`config.mk`:
```
export PLATFORM = sky130hd
export DESIGN_NAME = instr_fetch
export DESIGN_NICKNAME = d
export VERILOG_FILES = /design/src/rtl/fetch_pkg.sv /design/src/rtl/fetch_fifo.sv /design/src/rtl/instr_fetch.sv
export SDC_FILE = /design/constraint.sdc
export NUM_CORES = 1
export LEC_CHECK = 0
export CORE_MARGIN = 10
export CORE_UTILIZATION = 53
export CTS_BUF_LIST = sky130_fd_sc_hd__clkbuf_16
export DETAILED_ROUTE_END_ITERATION = 6
export PLACE_DENSITY = 0.85
export SKIP_LAST_GASP = 1
export SLEW_MARGIN = 10
export SYNTH_ARGS = -nofsm -noshare
export SYNTH_HDL_FRONTEND = slang
export SYNTH_SLANG_ARGS = --single-unit
```
`constraint.sdc`:
```
create_clock -name clk -period 9.4 [get_ports clk]
set_clock_uncertainty 0.1 [all_clocks]
set_input_delay 1.88 -clock clk [delete_from_list [all_inputs] [get_ports clk]]
set_output_delay 1.88 -clock clk [all_outputs]
set_load 0.02 [all_outputs]
```
`src/rtl/fetch_pkg.sv`:
```
// Shared constants and entry type for the instruction fetch front-end.
package fetch_pkg;

    localparam logic [31:0] NOP_INSTR = 32'h0000_0013;
    localparam int unsigned PC_INCR   = 4;

    typedef struct packed {
        logic [31:0] instr;
        logic [31:0] pc;
    } fetch_entry_t;

endpackage

```
`src/rtl/fetch_fifo.sv`:
```
// Small synchronous prefetch FIFO; flush takes priority over push and pop.
module fetch_fifo
    import fetch_pkg::*;
#(
    parameter int unsigned DEPTH   = 2,
    parameter type         entry_t = fetch_entry_t
) (
    input  logic                         clk,
    input  logic                         rst,
    input  logic                         flush_i,
    input  logic                         push_i,
    input  logic                         pop_i,
    input  entry_t                       wdata_i,
    output entry_t                       head_o,
    output logic                         full_o,
    output logic                         empty_o,
    output logic [$clog2(DEPTH+1)-1:0]   count_o
);

    localparam int unsigned PW = $clog2(DEPTH);
    localparam int unsigned CW = $clog2(DEPTH + 1);

    logic [PW-1:0] wr_ptr_q, wr_ptr_d;
    logic [PW-1:0] rd_ptr_q, rd_ptr_d;
    logic [CW-1:0] count_q, count_d;
    entry_t        mem_q [DEPTH];
    entry_t        mem_d [DEPTH];

    always_comb begin
        wr_ptr_d = wr_ptr_q;
        rd_ptr_d = rd_ptr_q;
        count_d  = count_q;
        mem_d    = mem_q;
        if (flush_i) begin
            wr_ptr_d = '0;
            rd_ptr_d = '0;
            count_d  = '0;
        end else begin
            if (push_i) begin
                mem_d[wr_ptr_q] = wdata_i;
                wr_ptr_d        = wr_ptr_q + PW'(1);
            end
            if (pop_i) begin
                rd_ptr_d = rd_ptr_q + PW'(1);
            end
            count_d = count_q + CW'(push_i) - CW'(pop_i);
        end
    end

    always_ff @(posedge clk) begin
        if (rst) begin
            wr_ptr_q <= '0;
            rd_ptr_q <= '0;
            count_q  <= '0;
        end else begin
            wr_ptr_q <= wr_ptr_d;
            rd_ptr_q <= rd_ptr_d;
            count_q  <= count_d;
        end
    end

    // Storage needs no reset: the count gates whether any entry is visible.
    always_ff @(posedge clk) begin
        mem_q <= mem_d;
    end

    assign head_o  = mem_q[rd_ptr_q];
    assign full_o  = (count_q == CW'(DEPTH));
    assign empty_o = (count_q == '0);
    assign count_o = count_q;

endmodule

```
`src/rtl/instr_fetch.sv`:
```
// Instruction fetch front-end: owns the fetch PC, fills the prefetch FIFO
// from combinational instruction memory and hands words to decode.
module instr_fetch
    import fetch_pkg::*;
#(
    parameter int unsigned          ADDR_WIDTH = 32,
    parameter int unsigned          DATA_WIDTH = 32,
    parameter logic [ADDR_WIDTH-1:0] RESET_PC  = '0,
    parameter int unsigned          FIFO_DEPTH = 2
) (
    input  logic                  clk,
    input  logic                  rst,
    output logic [ADDR_WIDTH-1:0] imem_addr_o,
    input  logic [DATA_WIDTH-1:0] imem_data_i,
    input  logic                  redirect_i,
    input  logic [ADDR_WIDTH-1:0] redirect_pc_i,
    output logic                  instr_valid_o,
    input  logic                  instr_ready_i,
    output logic [DATA_WIDTH-1:0] instr_o,
    output logic [ADDR_WIDTH-1:0] pc_o
);

    typedef struct packed {
        logic [DATA_WIDTH-1:0] instr;
        logic [ADDR_WIDTH-1:0] pc;
    } entry_t;

    logic [ADDR_WIDTH-1:0]           fetch_pc_q, fetch_pc_d;
    logic                            push, pop;
    logic                            fifo_full, fifo_empty;
    logic [$clog2(FIFO_DEPTH+1)-1:0] fifo_count;
    entry_t                          fifo_head, fifo_wdata;

    assign imem_addr_o = {fetch_pc_q[ADDR_WIDTH-1:2], 2'b00};

    assign pop  = instr_valid_o && instr_ready_i;
    assign push = !rst && !redirect_i
                  && ((fifo_count < ($clog2(FIFO_DEPTH+1))'(FIFO_DEPTH)) || pop);

    assign fifo_wdata = '{instr: imem_data_i, pc: imem_addr_o};

    always_comb begin
        fetch_pc_d = fetch_pc_q;
        if (redirect_i) begin
            fetch_pc_d = {redirect_pc_i[ADDR_WIDTH-1:2], 2'b00};
        end else if (push) begin
            fetch_pc_d = fetch_pc_q + ADDR_WIDTH'(PC_INCR);
        end
    end

    always_ff @(posedge clk) begin
        if (rst) begin
            fetch_pc_q <= RESET_PC;
        end else begin
            fetch_pc_q <= fetch_pc_d;
        end
    end

    fetch_fifo #(
        .DEPTH   (FIFO_DEPTH),
        .entry_t (entry_t)
    ) u_fifo (
        .clk     (clk),
        .rst     (rst),
        .flush_i (redirect_i),
        .push_i  (push),
        .pop_i   (pop),
        .wdata_i (fifo_wdata),
        .head_o  (fifo_head),
        .full_o  (fifo_full),
        .empty_o (fifo_empty),
        .count_o (fifo_count)
    );

    // A push into a full FIFO is only legal alongside a pop.
    always_ff @(posedge clk) begin
        if (!rst) begin
            assert (!(push && fifo_full && !pop));
        end
    end

    assign instr_valid_o = !fifo_empty;
    assign instr_o       = fifo_empty ? DATA_WIDTH'(NOP_INSTR) : fifo_head.instr;
    assign pc_o          = fifo_empty ? '0 : fifo_head.pc;

endmodule

```
# Word-level counts from Yosys, hierarchy flattened
# Index checks and enable logic that the tools add are counted.
# op_classes
add_sub_neg	5
order_cmp	4
mux	10
bitwise_logic	3
reduce_logical	12
# op_table
operator	count
$mux W64	4
$bwmux W128	1
$mux W32	4
$demux W64 S1	1
$add A32 B3 Y32 const B	1
$ge A2 B2 Y1 const B	2
$logic_and A1 B1 Y1	4
$not A1 Y2	2
$logic_not A1 Y1	3
$add A1 B1 Y1 const B	2
$add A2 B1 Y2	1
$logic_not A2 Y1	1
$lt A2 B1 Y1 const B	1
$lt A2 B2 Y1 const B	1
$reduce_and A2 Y1	1
$reduce_bool A2 Y1	1
$reduce_or A2 Y1	1
$sub A2 B1 Y2	1
$logic_or A1 B1 Y1	1
$not A1 Y1	1
# word_totals
register_bits	164
in_bits	68
output_inout_bits	97
word_cells	43

# Depth between registers and ports, before layout
# Gate-level depths: netlist of the first run.
# depth
ltp_word	7
mapped_depth	9

# Hierarchy
# From an unflattened synthesis of the first run, not the netlist that was laid out.
# unflattened
cells_unflattened	534
area_unflattened_um2	7393.3
# modules_own_cells
module	n_inst	cells_per_inst	area_per_inst_um2
fetch_fifo	1	218	5047.3
instr_fetch	1	316	2346.0

# Worst setup path before layout of the first run
# Ideal clock, no wire load.
# synth_path
kind	input-to-reg
from	input port redirect_i
to	register u_fifo.mem_q[100] in the netlist's numbering (enable)
t_arrival_ps	5024
required_time_ps	8818
path_slack_ps	3794
path_stages	4
path_cell_list	buf_2 nor2_4 nand2_1 nor2_1
# synth_via
elab_chain_len	4
word_cells_on_any_way	5
cone_classes	1 x bitwise; 4 x reduce/logical
# synth_rtl
element	line_no	source
start: declaration	instr_fetch.sv:15	input logic redirect_i,
$logic_not A1 Y1	instr_fetch.sv:37	assign push = !rst && !redirect_i
$logic_and A1 B1 Y1	instr_fetch.sv:37	
$logic_and A1 B1 Y1	instr_fetch.sv:38	&& ((fifo_count < ($clog2(FIFO_DEPTH+1))'(FIFO_DEPTH)) || pop);
$reduce_and A2 Y1 (no source line) *	--	
end signal: assignment	fetch_fifo.sv:64	mem_q <= mem_d;
end: declaration	fetch_fifo.sv:26	entry_t mem_q [DEPTH];
# Mark *: on every way between the ends. The rest lies on a longest branch, timed or not.
# A chain may end at the register's enable or synchronous reset.

# Worst setup path after layout of the first run
# layout_path
from	input port rst
to	register u_fifo.mem_q[90] in the netlist's numbering (enable)
# layout_via
elab_chain_len	4
# layout_rtl
element	line_no	source
start: declaration	instr_fetch.sv:12	input logic rst,
$logic_not A1 Y1	--	
$logic_and A1 B1 Y1	instr_fetch.sv:37	
$logic_and A1 B1 Y1	instr_fetch.sv:38	
$reduce_and A2 Y1 (no source line)	--	
# No other way between the ends.

==> flow_summary.rst, run 1 <==
.. list-table::
   :header-rows: 1

   * - Metric
     - Value
   * - Number of nets at the end of the flow
     - 728
   * - Number of standard cells after synthesis
     - 504
   * - Number of global-route vias before repair
     - 4506
   * - Result of the run
     - finished, final reports clean
   * - HPWL after detailed placement
     - 10900 um
   * - Worst Tran Pin Value
     - 1.13 ns
   * - Initial DRT Pass Iterations
     - 5
   * - Clock period minus final worst setup slack
     - 4.85 ns
   * - Maximum number of pins on one net before global-route repair
     - 64
   * - Via density
     - 5.38
   * - Number of buffers inserted during clock tree synthesis
     - 17
   * - Detailed router's first-iteration violation count
     - 359
   * - Dominant cell by count in the synthesized netlist
     - sky130_fd_sc_hd__edfxtp_1
   * - EDFF count, synth
     - 124
   * - Maximum Capacitance Violations
     - 0
   * - Post-cts resize count
     - 0
   * - Area of the multi-input gates
     - 2090 sq um
   * - Sequential standard cell area
     - 4410 sq um
   * - Antenna diode count
     - 0
   * - Top cells by area in the synthesized netlist
     - sky130_fd_sc_hd__edfxtp_1 (56%), sky130_fd_sc_hd__dfxtp_1 (10%), sky130_fd_sc_hd__mux2i_1 (9.3%)
   * - # hold bufs at CTS
     - 0
   * - Die extent in y
     - 132 um
   * - Filler cell count
     - 797
   * - Number of buffers inserted by port buffering
     - 158
   * - Summed instance area of the synthesized netlist
     - 6650 sq um
   * - Async set-or-reset flop fraction in the synthesized netlist
     - 0%
   * - Clock transition time at the flip-flop clock pins of the worst setup and hold paths
     - 0.06 ns
   * - CP arrival
     - 4.80 ns
   * - Relative max-transition margin
     - 24.9%
   * - Count of H-tree levels built during CTS
     - 4
   * - Count of endpoints failing hold in the final timing report
     - 0
   * - Grt ovf
     - 0
   * - Fraction of layout cells with a size suffix above 1
     - 8.66%
   * - Total Die Area
     - 17400 sq um
   * - Maximum vdd ir drop
     - 111 uV
   * - Cell depth of the worst flop-to-flop path
     - 4
   * - Utilization after layout
     - 73.1%
   * - Register-to-register setup slack
     - 6.72 ns
   * - Power density over cell area
     - 180 nW/um^2
   * - Leakage power
     - 0.00285 uW
   * - Total of warnings raised by yosys
     - 0
   * - Worst skew pair latency
     - 0.42 ns
   * - Most common cell on crit path
     - sky130_fd_sc_hd__nor2_4
   * - List of most frequent post-synthesis cells
     - sky130_fd_sc_hd__edfxtp_1 (124), sky130_fd_sc_hd__nor2_1 (82), sky130_fd_sc_hd__mux2i_1 (62), sky130_fd_sc_hd__dfxtp_1 (34), sky130_fd_sc_hd__nand2_1 (27)
   * - Final Cycle Share
     - 51.6%
   * - Maximum net fanout on the critical path
     - 42
   * - Routability congestion estimate from global placement
     - 0.805
   * - Leading register cell type out of synthesis
     - sky130_fd_sc_hd__edfxtp_1
   * - TritonCTS clock tree
     - built
   * - Hold slack
     - 0.427 ns
   * - FF+latch count, synth
     - 158
   * - Portion of the post-synthesis area used by sequential elements
     - 66.2%
   * - Number of clock sinks
     - 158
   * - CTS root buf
     - sky130_fd_sc_hd__clkbuf_16
   * - Setup WS post-layout
     - 4.55 ns
   * - Number of antenna violations at the first check in global routing
     - 0
   * - DRC errors left
     - 0
   * - Total routed wirelength
     - 16100 um
   * - Distinct cell type count of the synthesized netlist
     - 46
   * - CP peak stage delay
     - 0.92 ns
   * - Final setup violating endpoints
     - 0
   * - Fmax achieved
     - 206 MHz
   * - Endpoint class of the critical path
     - flop
   * - Setup TNS
     - 0 ns
   * - Cell breakdown of the critical path
     - clkdlybuf4s50_1, nor2_4, nand2_1, nor2_4, buf_4
   * - Hold/Removal Path Class
     - flop to flop
   * - RSZ-0062 raised after global routing
     - false
   * - Final Cell Area
     - 8890 sq um
   * - Synthesized area divided by synthesized cell count
     - 13.2 sq um
   * - Via count of the routed design
     - 4510
   * - Cell type with the highest aggregate area in the netlist
     - sky130_fd_sc_hd__edfxtp_1
   * - Starting density of the core
     - 54.7%
   * - Placement Rows
     - 40
   * - Clk buf depth
     - 2
   * - I/O pin count
     - 165
   * - Worst Setup Path Type
     - primary input to flop
   * - Area share of the largest cell type after synthesis
     - 56.0%
   * - Wire length of the first global-routing pass
     - 25400 um
   * - Worst Path Required
     - 9.35 ns
   * - Worst-path cell with the longest stage delay
     - sky130_fd_sc_hd__clkdlybuf4s50_1
   * - Worst Setup Start Kind
     - primary input
   * - Total placed instance area
     - 8350 sq um
   * - Hold depth
     - 0
   * - Antenna-violating nets left
     - 0
   * - Global-route usage over all layers
     - 18.2%
   * - Core Footprint
     - 12200 sq um
   * - Count of final max-slew check failures
     - 0
   * - Final routed wire length divided by cell count
     - 19.2 um
   * - Layout overhead on the synthesized area
     - 33.7%
   * - Buffers inserted during post-CTS setup optimization
     - 0
   * - Floorplan die width
     - 132 um
   * - Minimum setup slack after placement
     - 4.20 ns
[where the power goes]
part           leakage (uW)  switching [uW]  internal (uW)
logic               0.00116            86.3           81.4
registers           0.00143            23.9            781
clock network      0.000262             269            362
total               0.00285             379           1220
[sequential cells by signal, indices dropped and copies added (netlist names)]
name	count
fetch_pc_q	30
u_fifo.count_o	2
u_fifo.mem_q	124
u_fifo.rd_ptr_q	1
u_fifo.wr_ptr_q	1
[routing by layer]
metal	GRT usage, %	share of wire (%)	vias to the layer above
met3	6.21	9.6	15
met2	29.3	49	180
li1	-	-	2152
met1	22.6	40	2163
met5	0	0	-
met4	5.93	1.2	0
[metrics by stage]
step                power, uW  std cells
floorplan                 897        507
global placement          982        806
detailed placement        989        806
CTS                      1620        838
global route             1660        838
finish                   1600        838
[path summary, 6_finish.rpt]
kind                     start          endpoint
min reg2reg     fetch_pc_q[31]  u_fifo.mem_q[95]
min             fetch_pc_q[31]  u_fifo.mem_q[95]
max                        rst  u_fifo.mem_q[90]
max reg2reg  u_fifo.count_o[1]  u_fifo.mem_q[90]
[placed cells by master (no fill, tap or decap), drive strengths merged, types with 2 or more instances in the layout]
cell	n
clkdlybuf4s50	158
edfxtp	124
nor2	83
mux2i	62
dfxtp	34
nand2	27
xnor2	21
a21oi	17
clkbuf	17
o21ai	12
inv	12
a211oi	11
nand4	11
nor4	11
clkinv	8
nand3	7
nor3	7
and4	6
and2	4
a311oi	4
xor2	4
conb	4
ha	3
clkinvlp	3
buf	3
a31oi	2
o211a	2
and3	2
or2	2
nor3b	2
[cells by family (layout without fill, tap and decap cells)]
logic type,Yosys count,after routing,synth area share (%)
and+or+nand+nor,165,165,12.9
muxes,63,63,9.50
other,1,4,0.0564
buffers and inverters,39,202,2.73
xor gates and xnor gates,25,25,3.29
DFF,158,158,66.2
adders and majority gates,3,3,0.565
AOI/OAI and AO/OA,50,50,4.76
[cell type report]
cell class	count	share of cell area [%]
Sequential cell	158	49.6
Multi-Input combinational cell	310	23.5
Tap cell	168	2.36
Inverter	9	0.380
Clock inverter	15	1.34
Timing Repair Buffer	161	18.0
Clock buffer	17	4.78
[critical path: cells and delay by family]
family	cells	cell delay, ns
buf+inv	2	1.51
simple gates	3	1.35
(Power assumes the default switching activity.)
==> run 2: changes to the inputs <==
Settings changed: CORE_UTILIZATION 53 to 45, PLACE_DENSITY 0.85 to 0.77.
Clock period 9.4 ns to 3.9 ns, I/O delays scaled along.
==> run 2 against run 1 <==
- sequential power increased by 140%
- wire length increased by 2.1%
- cell count increased by 2.6%
- combinational power increased by 140%
- count of clock-buffer cells in the layout unchanged
- sequential cell count unchanged
- critical path depth decreased by 1
- largest cell class unchanged
==> flow_summary.rst, run 2 (synthesized netlist as in run 1, its figures left out) <==
.. list-table::
   :header-rows: 1

   * - Metric
     - Value
   * - Result of the run
     - finished, final reports clean (unchanged)
   * - Floorplan die width
     - 142 um (was 132 um)
   * - Antenna-violating nets left
     - 0 (unchanged)
   * - Cell breakdown of the critical path
     - buf_12, mux2i_1, nor2_1, clkdlybuf4s50_1 (was clkdlybuf4s50_1, nor2_4, nand2_1, nor2_4, buf_4)
   * - Post-cts resize count
     - 0 (unchanged)
   * - Maximum Capacitance Violations
     - 0 (unchanged)
   * - CTS root buf
     - sky130_fd_sc_hd__clkbuf_16 (unchanged)
   * - Routability congestion estimate from global placement
     - 0.806 (was 0.805)
   * - Buffers inserted during post-CTS setup optimization
     - 0 (unchanged)
   * - Leading cell types in the layout, fill and taps excluded
     - sky130_fd_sc_hd__clkdlybuf4s50_1 (158), sky130_fd_sc_hd__edfxtp_1 (124), sky130_fd_sc_hd__nor2_1 (80), sky130_fd_sc_hd__mux2i_1 (62), sky130_fd_sc_hd__dfxtp_1 (33) (unchanged)
   * - Max FFs per register
     - 124 (unchanged)
   * - Fmax achieved
     - 307 MHz
   * - Setup TNS
     - 0 ns (unchanged)
   * - Maximum number of pins on one net before global-route repair
     - 47 (was 64)
   * - Number of nets at the end of the flow
     - 734 (was 728)
   * - Net Sw Power
     - 891 uW (was 379 uW)
   * - Initial DRT Pass Iterations
     - 5 (unchanged)
   * - Relative max-transition margin
     - 52.5% (was 24.9%)
   * - I/O pin count
     - 165 (unchanged)
   * - CP arrival
     - 2.38 ns (was 4.80 ns)
   * - Worst Setup Path Type
     - flop to primary output (was primary input to flop)
   * - Endpoint class of the critical path
     - primary output (was flop)
   * - # hold bufs at CTS
     - 0 (unchanged)
   * - Power density over cell area
     - 445 nW/um^2 (was 180 nW/um^2)
   * - Leading cell type in the layout, fill and taps excluded
     - sky130_fd_sc_hd__clkdlybuf4s50_1 (unchanged)
   * - Count of H-tree levels built during CTS
     - 4 (unchanged)
   * - Sequential Power Share
     - 48.2% (was 50.2%)
   * - Post-Layout Cell Count
     - 860 (was 838)
   * - Worst Setup Start Kind
     - flop (was primary input)
   * - Placement Rows
     - 44 (was 40)
   * - Number of global-route vias before repair
     - 4682 (was 4506)
   * - Number of buffers inserted by port buffering
     - 158 (unchanged)
   * - Count of endpoints failing hold in the final timing report
     - 0 (unchanged)
   * - HPWL after detailed placement
     - 11600 um (was 10900 um)
   * - Layout overhead on the synthesized area
     - 36.2% (was 33.7%)
   * - Fraction of layout cells with a size suffix above 1
     - 9.17% (was 8.66%)
   * - Filler cell count
     - 1129 (was 797)
   * - CP peak stage delay
     - 0.80 ns (was 0.92 ns)
   * - Leakage power
     - 0.00293 uW (was 0.00285 uW)
   * - Core Footprint
     - 14500 sq um (was 12200 sq um)
   * - Switching part of the total
     - 22.1% (was 23.6%)
   * - Grt ovf
     - 0 (unchanged)
   * - Final setup violating endpoints
     - 0 (unchanged)
   * - Number of clock sinks
     - 158 (unchanged)
   * - Antenna diode count
     - 0 (unchanged)
   * - Via count of the routed design
     - 4591 (was 4510)
   * - Maximum net fanout on the critical path
     - 37 (was 42)
   * - Maximum vdd ir drop
     - 281 uV (was 111 uV)
   * - Clock period minus final worst setup slack
     - 3.26 ns
   * - Worst Tran Pin Value
     - 0.712 ns (was 1.13 ns)
   * - Count of final max-slew check failures
     - 0 (unchanged)
   * - TritonCTS clock tree
     - built (unchanged)
   * - Starting density of the core
     - 45.9% (was 54.7%)
   * - Combinational cell fraction of total power
     - 10.2% (was 10.5%)
   * - Total Die Area
     - 20000 sq um (was 17400 sq um)
   * - Die extent in y
     - 142 um (was 132 um)
   * - Final Cycle Share
     - 83.6%
   * - Internal power
     - 3140 uW (was 1220 uW)
   * - Number of buffers inserted during clock tree synthesis
     - 17 (unchanged)
   * - # placed instances
     - 828 (was 806)
   * - Clk buf depth
     - 2 (unchanged)
   * - Detailed router's first-iteration violation count
     - 354 (was 359)
   * - Worst Path Required
     - 3.02 ns (was 9.35 ns)
   * - Number of antenna violations at the first check in global routing
     - 0 (unchanged)
   * - Worst skew pair latency
     - 0.42 ns (about the same)
   * - RSZ-0062 raised after global routing
     - false (unchanged)
   * - Clock transition time at the flip-flop clock pins of the worst setup and hold paths
     - 0.06 ns (about the same)
   * - Total routed wirelength
     - 16400 um (was 16100 um)
   * - Clk pwr share
     - 41.7% (was 39.3%)
   * - DRC errors left
     - 0 (unchanged)
   * - Most flop-heavy register
     - u_fifo.mem_q (unchanged)
   * - Hold/Removal Path Class
     - flop to flop (unchanged)
   * - Global-route usage over all layers
     - 16.3% (was 18.2%)
   * - Final routed wire length divided by cell count
     - 19.1 um (was 19.2 um)
   * - Wire length of the first global-routing pass
     - 25800 um (was 25400 um)
   * - Worst-path cell with the longest stage delay
     - sky130_fd_sc_hd__dfxtp_4 (was sky130_fd_sc_hd__clkdlybuf4s50_1)
   * - Via density
     - 5.34 (was 5.38)
[run 2: cell count changes in the layout (fill, tap and decap cells not counted), sizes merged]
cell	previous run	this run
buf	3	9
bufinv	1	4
clkinv	8	5
clkinvlp	3	2
inv	12	13
[run 2: worst max-delay path, delay by kind of cell (launching register included)]
family,cells,cell delay [ns]
simple gates,1,0.06
flops,1,0.80
mux,1,0.24
buf+inv,2,0.85
[run 2: metrics by stage]
stage | util (%) | hold slack, ns | setup WS (ns) | cell area, sq um | power, uW
floorplan | - | 0.417 | 0.430 | 6660 | 2160
global placement | 58.4 | 0.418 | 0.915 | 8450 | 2380
detailed placement | 58.4 | 0.438 | 0.874 | 8450 | 2390
CTS | 62.5 | 0.448 | 0.588 | 9060 | 4070
global route | 62.5 | 0.452 | 0.501 | 9060 | 4170
finish | 62.5 | 0.449 | 0.639 | 9060 | 4030
[run 2: final timing paths]
check                    startpoint                 to  slack, ns  depth (start not counted)
hold / removal       fetch_pc_q[30]   u_fifo.mem_q[94]       0.45                          0
setup / recovery    u_fifo.rd_ptr_q        instr_o[11]       0.64                          4
hold reg to reg      fetch_pc_q[30]   u_fifo.mem_q[94]       0.45                          0
setup reg to reg  u_fifo.count_o[1]  u_fifo.count_o[1]       1.63                          9
[run 2: per-layer routing]
| layer | GRT usage [%] | up-vias | wire [um] |
|---|---|---|---|
| li1 | - | 2167 | - |
| met1 | 20.0 | 2235 | 6990 |
| met2 | 26.3 | 169 | 7960 |
| met3 | 5.97 | 20 | 1250 |
| met4 | 5.16 | 0 | 201 |
| met5 | 0 | - | 0 |
[run 2: final cells by class]
cell class	instances	area, sq um	share of cell area, %
timing repair buffer	167	1690	18.6
multi-input combinational	310	2090	23.1
clock buffer	17	425	4.70
inverter	9	33.8	0.373
clock inverter	15	181	2.00
sequential	158	4410	48.7
tap	184	230	2.54
[run 2: power groups by stage]
stage          logic [uW]  clock network [uW]  registers (uW)
2_1_floorplan         180                   0            1980
3_3_place_gp          407                   0            1970
3_5_place_dp          415                   0            1980
5_1_grt               443                1780            1950
4_1_cts               417                1710            1940
6_report              411                1680            1940
